<file path="src/rtl/core_pkg.sv">
// Shared definitions for the core writeback path.
//   - Functional-unit indices (FU_ALU .. FU_JUMP) and their count NUM_FU.
//   - Datapath widths DATA_W (result) and RD_W (destination register index).
//   - wb_req_t: one writeback request {valid, rd, data}.
//   - next_ptr(): modulo increment used by the round-robin pointer.
package core_pkg;

    localparam int FU_ALU  = 0;
    localparam int FU_MEM  = 1;
    localparam int FU_MUL  = 2;
    localparam int FU_DIV  = 3;
    localparam int FU_JUMP = 4;
    localparam int NUM_FU  = 5;

    localparam int DATA_W = 32;
    localparam int RD_W   = 5;

    typedef struct packed {
        logic              valid;
        logic [RD_W-1:0]   rd;
        logic [DATA_W-1:0] data;
    } wb_req_t;

    // Index following idx, wrapping back to 0 after n-1.
    function automatic int next_ptr(input int idx, input int n);
        return (idx + 1) % n;
    endfunction

endpackage

</file>
<file path="src/rtl/wb_rr_picker.sv">
// Rotating-start priority picker.
// Scans req starting at index ptr, then ptr+1, ... with wrap-around, and
// grants the first requester found. With ptr tied to 0 this degenerates to
// plain lowest-index-wins priority.
// Ports:
//   req        in   NUM_FU  requesting slots
//   ptr        in   IDX_W   index where the scan starts
//   grant      out  NUM_FU  one-hot grant (all zero when nothing requests)
//   grant_idx  out  IDX_W   encoded index of the grant (0 when none)
module wb_rr_picker
    import core_pkg::*;
#(
    parameter int NUM_FU = core_pkg::NUM_FU,
    parameter int IDX_W  = (NUM_FU > 1) ? $clog2(NUM_FU) : 1
) (
    input  logic [NUM_FU-1:0] req,
    input  logic [IDX_W-1:0]  ptr,
    output logic [NUM_FU-1:0] grant,
    output logic [IDX_W-1:0]  grant_idx
);

    logic found;
    int   j;

    always_comb begin
        grant     = '0;
        grant_idx = '0;
        found     = 1'b0;
        j         = 0;
        for (int k = 0; k < NUM_FU; k++) begin
            j = (int'(ptr) + k) % NUM_FU;
            if (!found && req[j]) begin
                found     = 1'b1;
                grant[j]  = 1'b1;
                grant_idx = IDX_W'(j);
            end
        end
    end

endmodule

</file>
<file path="src/rtl/fu_wb_arbiter.sv">
// Writeback arbiter downstream of the functional units.
// Every FU finish pulse is captured into that FU's holding slot; one slot per
// cycle is presented on the writeback port and released at the end of the
// cycle in which it was presented.
// Build option: define WB_ROUND_ROBIN_EN for a rotating-priority search
// (start index moves to granted+1 after every grant); otherwise the lowest
// index always wins.
// Ports:
//   clk, rst   clock and synchronous active-high reset
//   fu_finish  per-FU one-cycle result-valid pulse
//   fu_res     packed results, FU i at [i*DATA_W +: DATA_W]
//   fu_rd      packed destination indices, FU i at [i*RD_W +: RD_W]
//   fu_hold    slot occupied and not granted this cycle; FU must not finish
//   wb_valid   a writeback is presented this cycle
//   wb_fu      index of the granted FU (0 when idle)
//   wb_rd      destination register (0 when idle)
//   wb_data    result data (0 when idle)
//   overflow   sticky: an FU finished while its slot was held
module fu_wb_arbiter
    import core_pkg::*;
#(
    parameter int NUM_FU = core_pkg::NUM_FU,
    parameter int DATA_W = core_pkg::DATA_W,
    parameter int RD_W   = core_pkg::RD_W,
    localparam int IDX_W = (NUM_FU > 1) ? $clog2(NUM_FU) : 1
) (
    input  logic                     clk,
    input  logic                     rst,
    input  logic [NUM_FU-1:0]        fu_finish,
    input  logic [NUM_FU*DATA_W-1:0] fu_res,
    input  logic [NUM_FU*RD_W-1:0]   fu_rd,
    output logic [NUM_FU-1:0]        fu_hold,
    output logic                     wb_valid,
    output logic [IDX_W-1:0]         wb_fu,
    output logic [RD_W-1:0]          wb_rd,
    output logic [DATA_W-1:0]        wb_data,
    output logic                     overflow
);

    logic [NUM_FU-1:0] slot_valid;
    logic [RD_W-1:0]   slot_rd   [NUM_FU];
    logic [DATA_W-1:0] slot_data [NUM_FU];

    logic [NUM_FU-1:0] grant;
    logic [IDX_W-1:0]  grant_idx;
    logic [IDX_W-1:0]  rr_ptr;
    logic [NUM_FU-1:0] accept;

    wb_rr_picker #(
        .NUM_FU (NUM_FU),
        .IDX_W  (IDX_W)
    ) u_picker (
        .req       (slot_valid),
        .ptr       (rr_ptr),
        .grant     (grant),
        .grant_idx (grant_idx)
    );

`ifdef WB_ROUND_ROBIN_EN
    // Start the next search just past the slot granted this cycle.
    always_ff @(posedge clk) begin
        if (rst) begin
            rr_ptr <= '0;
        end else if (wb_valid) begin
            rr_ptr <= IDX_W'(next_ptr(int'(grant_idx), NUM_FU));
        end
    end
`else
    assign rr_ptr = '0;
`endif

    assign fu_hold  = slot_valid & ~grant;
    // A slot being granted this cycle is free to take a new result at the
    // same edge; a held slot rejects it.
    assign accept   = fu_finish & ~fu_hold;

    assign wb_valid = |slot_valid;
    assign wb_fu    = wb_valid ? grant_idx : '0;
    assign wb_rd    = wb_valid ? slot_rd[grant_idx]   : '0;
    assign wb_data  = wb_valid ? slot_data[grant_idx] : '0;

    always_ff @(posedge clk) begin
        for (int i = 0; i < NUM_FU; i++) begin
            if (rst) begin
                slot_valid[i] <= 1'b0;
            end else if (accept[i]) begin
                slot_valid[i] <= 1'b1;
            end else if (grant[i]) begin
                slot_valid[i] <= 1'b0;
            end
        end
    end

    // Slot payload carries no reset: it is only ever observed through
    // slot_valid, which the reset clears.
    always_ff @(posedge clk) begin
        for (int i = 0; i < NUM_FU; i++) begin
            if (accept[i]) begin
                slot_rd[i]   <= fu_rd[i*RD_W +: RD_W];
                slot_data[i] <= fu_res[i*DATA_W +: DATA_W];
            end
        end
    end

    always_ff @(posedge clk) begin
        if (rst) begin
            overflow <= 1'b0;
        end else if (|(fu_finish & fu_hold)) begin
            overflow <= 1'b1;
        end
    end

endmodule
</file>
<file path="config.mk">
export PLATFORM = sky130hd
export DESIGN_NAME = fu_wb_arbiter
export DESIGN_NICKNAME = d
export VERILOG_FILES = /design/src/rtl/core_pkg.sv /design/src/rtl/wb_rr_picker.sv /design/src/rtl/fu_wb_arbiter.sv
export SDC_FILE = /design/constraint.sdc
export NUM_CORES = 1
export LEC_CHECK = 0
export BUFFER_PORTS_ARGS = -buffer_cell sky130_fd_sc_hd__clkbuf_2
export CORE_ASPECT_RATIO = 0.6
export CORE_UTILIZATION = 49
export DETAILED_ROUTE_END_ITERATION = 10
export GPL_ROUTABILITY_DRIVEN = 1
export PLACE_DENSITY = 0.82
export SETUP_SLACK_MARGIN = 0.1
export SLEW_MARGIN = 20
export SYNTH_ARGS = -nofsm -noshare
export SYNTH_HDL_FRONTEND = slang
export SYNTH_HIERARCHICAL = 1
export SYNTH_SLANG_ARGS = --single-unit
</file>
<file path="constraint.sdc">
create_clock -name clk -period 3.6 [get_ports clk]
set_input_delay 0.18 -clock clk [delete_from_list [all_inputs] [get_ports clk]]
set_output_delay 0.18 -clock clk [all_outputs]
set_load 0.01 [all_outputs]
</file>
==> run summary <==
CP Capture Type: output port
Post-layout min period: 3.66 ns
Num CTS Buffers: 17
Crit path cell chain: inv_4 > o211a_1 > mux2i_1 > buf_4 > a211oi_4 > and4bb_4 > or3b_4 > o31a_4 > buf_12 > mux2_2 > o22ai_1 > a211oi_1 > clkbuf_2
Final worst path period share: 102%
Max-cap violations: 0
Mapped Cells: 716
Final setup viols: 2
Sequential share of the synthesized area: 57.7%
DR DRC count: 0
Share of layout cells above drive strength 1: 36.8%
Via density: 5.88
Final Max Tran Viols: 0
Ys async rst share: 0%
Post-Route WL: 35400 um
Wirelength per Cell: 24.3 um
Unrepaired setup endpoints after global routing: true
Layout Nets: 1395
Pleak: 5.68 nW
Max Root-Sink Buffers: 2
Setup Crit Path Kind: reg2out
Overflow after GRT: 0
Rel. slew slack: 32.4%
Initial DRC count: 874
Final GP Congestion: 0.919
Worst vdd ir: 0.453 mV
Required time of the critical path: 3.42 ns
Core ar.: 0.0193 mm2
Top FF cell, synth: edfxtp_1
Status: complete, but fails checks
Mapped Area: 0.00984 mm2
Gr usage total: 33.6%
Slowest stage delay, CP: 0.38 ns
Initial Utilization: 50.9%
Num ports: 239
First-pass iteration count of the detailed router: 5
Die area: 0.0207 mm2
Final WS setup: -0.0596 ns
Largest net degree at the start of global routing: 42
Dpl hpwl: 18400 um
CP Max Fanout: 13
Num rows: 39
CTS Sinks: 191
Critical Path Start Type: flop
Initial antenna violation count: 2
Max Freq: 273 MHz
Syn Area/Cell: 13.7 um2
First-pass GRT wire length: 51100 um
CTS H-tree depth: 4
Failing checks: setup timing
Slowest-stage cell, CP: or3b_4
Final hold vios: 0
Die width: 185 um
TritonCTS clock tree: done
Post-route ant nets: 0
Vias in the first global route: 8569
IO Port Bufs: 238
Total number of vias: 8566
Total Power: 7.92 mW
Actual slew at the worst max-slew pin: 1.01 ns
Clock Latency Late Sink: 0.43 ns
Worst min path class: in2reg
Fillers: 1196
Distinct cells, synth: 93
Final clock skew: 0.0108 ns
Worst EP arrival: 3.48 ns
CP delay by family, top: compound AO/OA/AOI/OAI gates
Worst path buffer plus inverter count: 4
Syn. warnings: 6
Seq cells post-synth: 191
Area Growth Syn to Fin: 45.2%
Clock slew at reported path FFs: 0.08 ns
Post-synth EDFFs: 185
Power density cells: 554 mW/mm2
CTS Root Buffer Type: clkbuf_16
Util after Layout: 73.9%
Die Y: 112 um
stage by stage:
step                      worst slack [ns]  setup TNS [ns]  instance area (um2)  hold WS [ns]  instances
final                              -0.0596         -0.0825                14300        0.0256       1458
after global placement               0.446               0                11400         0.357       1219
after CTS                           0.0840               0                14100       0.00959       1447
after floorplan                      0.449               0                 9930         0.249        736
after detailed placement             0.331               0                11400         0.359       1219
after global routing                -0.128          -0.389                14300        0.0293       1458
flip-flops by register name, summed over array words and instances, names as in the netlist:
register    cells
overflow        1
slot_rd        25
slot_valid      5
slot_data     160
path summary, 6_finish.rpt:
check / slack (ns) / startpoint / depth (start not counted) / to
max: -0.06 / slot_valid[1] / 13 / wb_data[8]
min: 0.03 / rst / 2 / slot_valid[1]
max reg2reg: 0.59 / slot_valid[1] / 11 / slot_data[2][6]
min reg2reg: 0.64 / overflow / 2 / overflow
cell usage after synthesis (all sizes together) (15+ instances only):
cell type | instances | share of area, %
o22ai | 39 | 2.5
a211oi | 42 | 4.4
nor2 | 33 | 1.4
mux2 | 41 | 4.7
edfxtp | 185 | 56
inv | 27 | 1.0
a21oi | 16 | 1.2
o21ai | 20 | 1.0
nor2b | 15 | 0.95
ha | 26 | 3.3
nor3 | 17 | 1.1
buf | 31 | 2.6
nand2 | 26 | 1.0
mux2i | 52 | 5.3
routing by layer:
metal | routed length, um | part of all wire, % | track usage, %
met2 | 16700 | 47 | 54.7
met5 | 0 | 0 | 0
met1 | 14600 | 41 | 44.5
met3 | 2970 | 8.4 | 7.65
met4 | 1200 | 3.4 | 11.3
where the power goes:
group / total (mW) / switching [mW] / internal [mW]
clock network: 1.91 / 0.877 / 1.03
logic: 3.31 / 1.81 / 1.50
registers: 2.70 / 0.0651 / 2.64
kinds of logic (layout without fill, tap and decap cells):
group	count (synthesis)	in the layout	share of synthesized area [%]
xor gates and xnor gates	7	7	0.699
DFF	191	191	57.7
and+or+nand+nor	151	151	8.86
other	1	23	0.0381
adders and majority gates	26	26	3.31
buffers and inverters	64	518	4.04
AOI/OAI and AO/OA	183	183	15.3
muxes	93	93	10.1
layout make-up:
| type | instances | area [um2] | area share, % |
|---|---|---|---|
| Multi-Input combinational cell | 481 | 4040 | 28.3 |
| Antenna cell | 2 | 5.00 | 0.0350 |
| Sequential cell | 191 | 5680 | 39.7 |
| Inverter | 27 | 104 | 0.727 |
| Clock inverter | 13 | 138 | 0.963 |
| Timing Repair Buffer | 459 | 3560 | 24.9 |
| Clock buffer | 19 | 433 | 3.03 |
| Tap cell | 266 | 333 | 2.33 |
cells in the final DEF (no fill, tap or decap), types with 12 or more instances in the layout:
cell type and instances:
clkbuf_16 19, o22ai_1 32, mux2_2 38, ha_1 26
conb_1 21, buf_2 18, buf_12 12, dlygate4sd3_1 190
nand3_1 12, nor2_1 30, edfxtp_1 185, nand2_1 25
inv_1 21, nor3_1 14, a211oi_2 31, clkbuf_2 219
o21ai_0 16, buf_4 15, mux2i_1 47
what timing repair did:
action,CTS,global route
cloned,3,3
resized for setup,14,42
hold buffers,190,0
pin swaps,5,12
hold endpoints to repair,190,0
endpoints found under the setup margin,37,37
setup buffers,3,7
(Power assumes the default switching activity.)
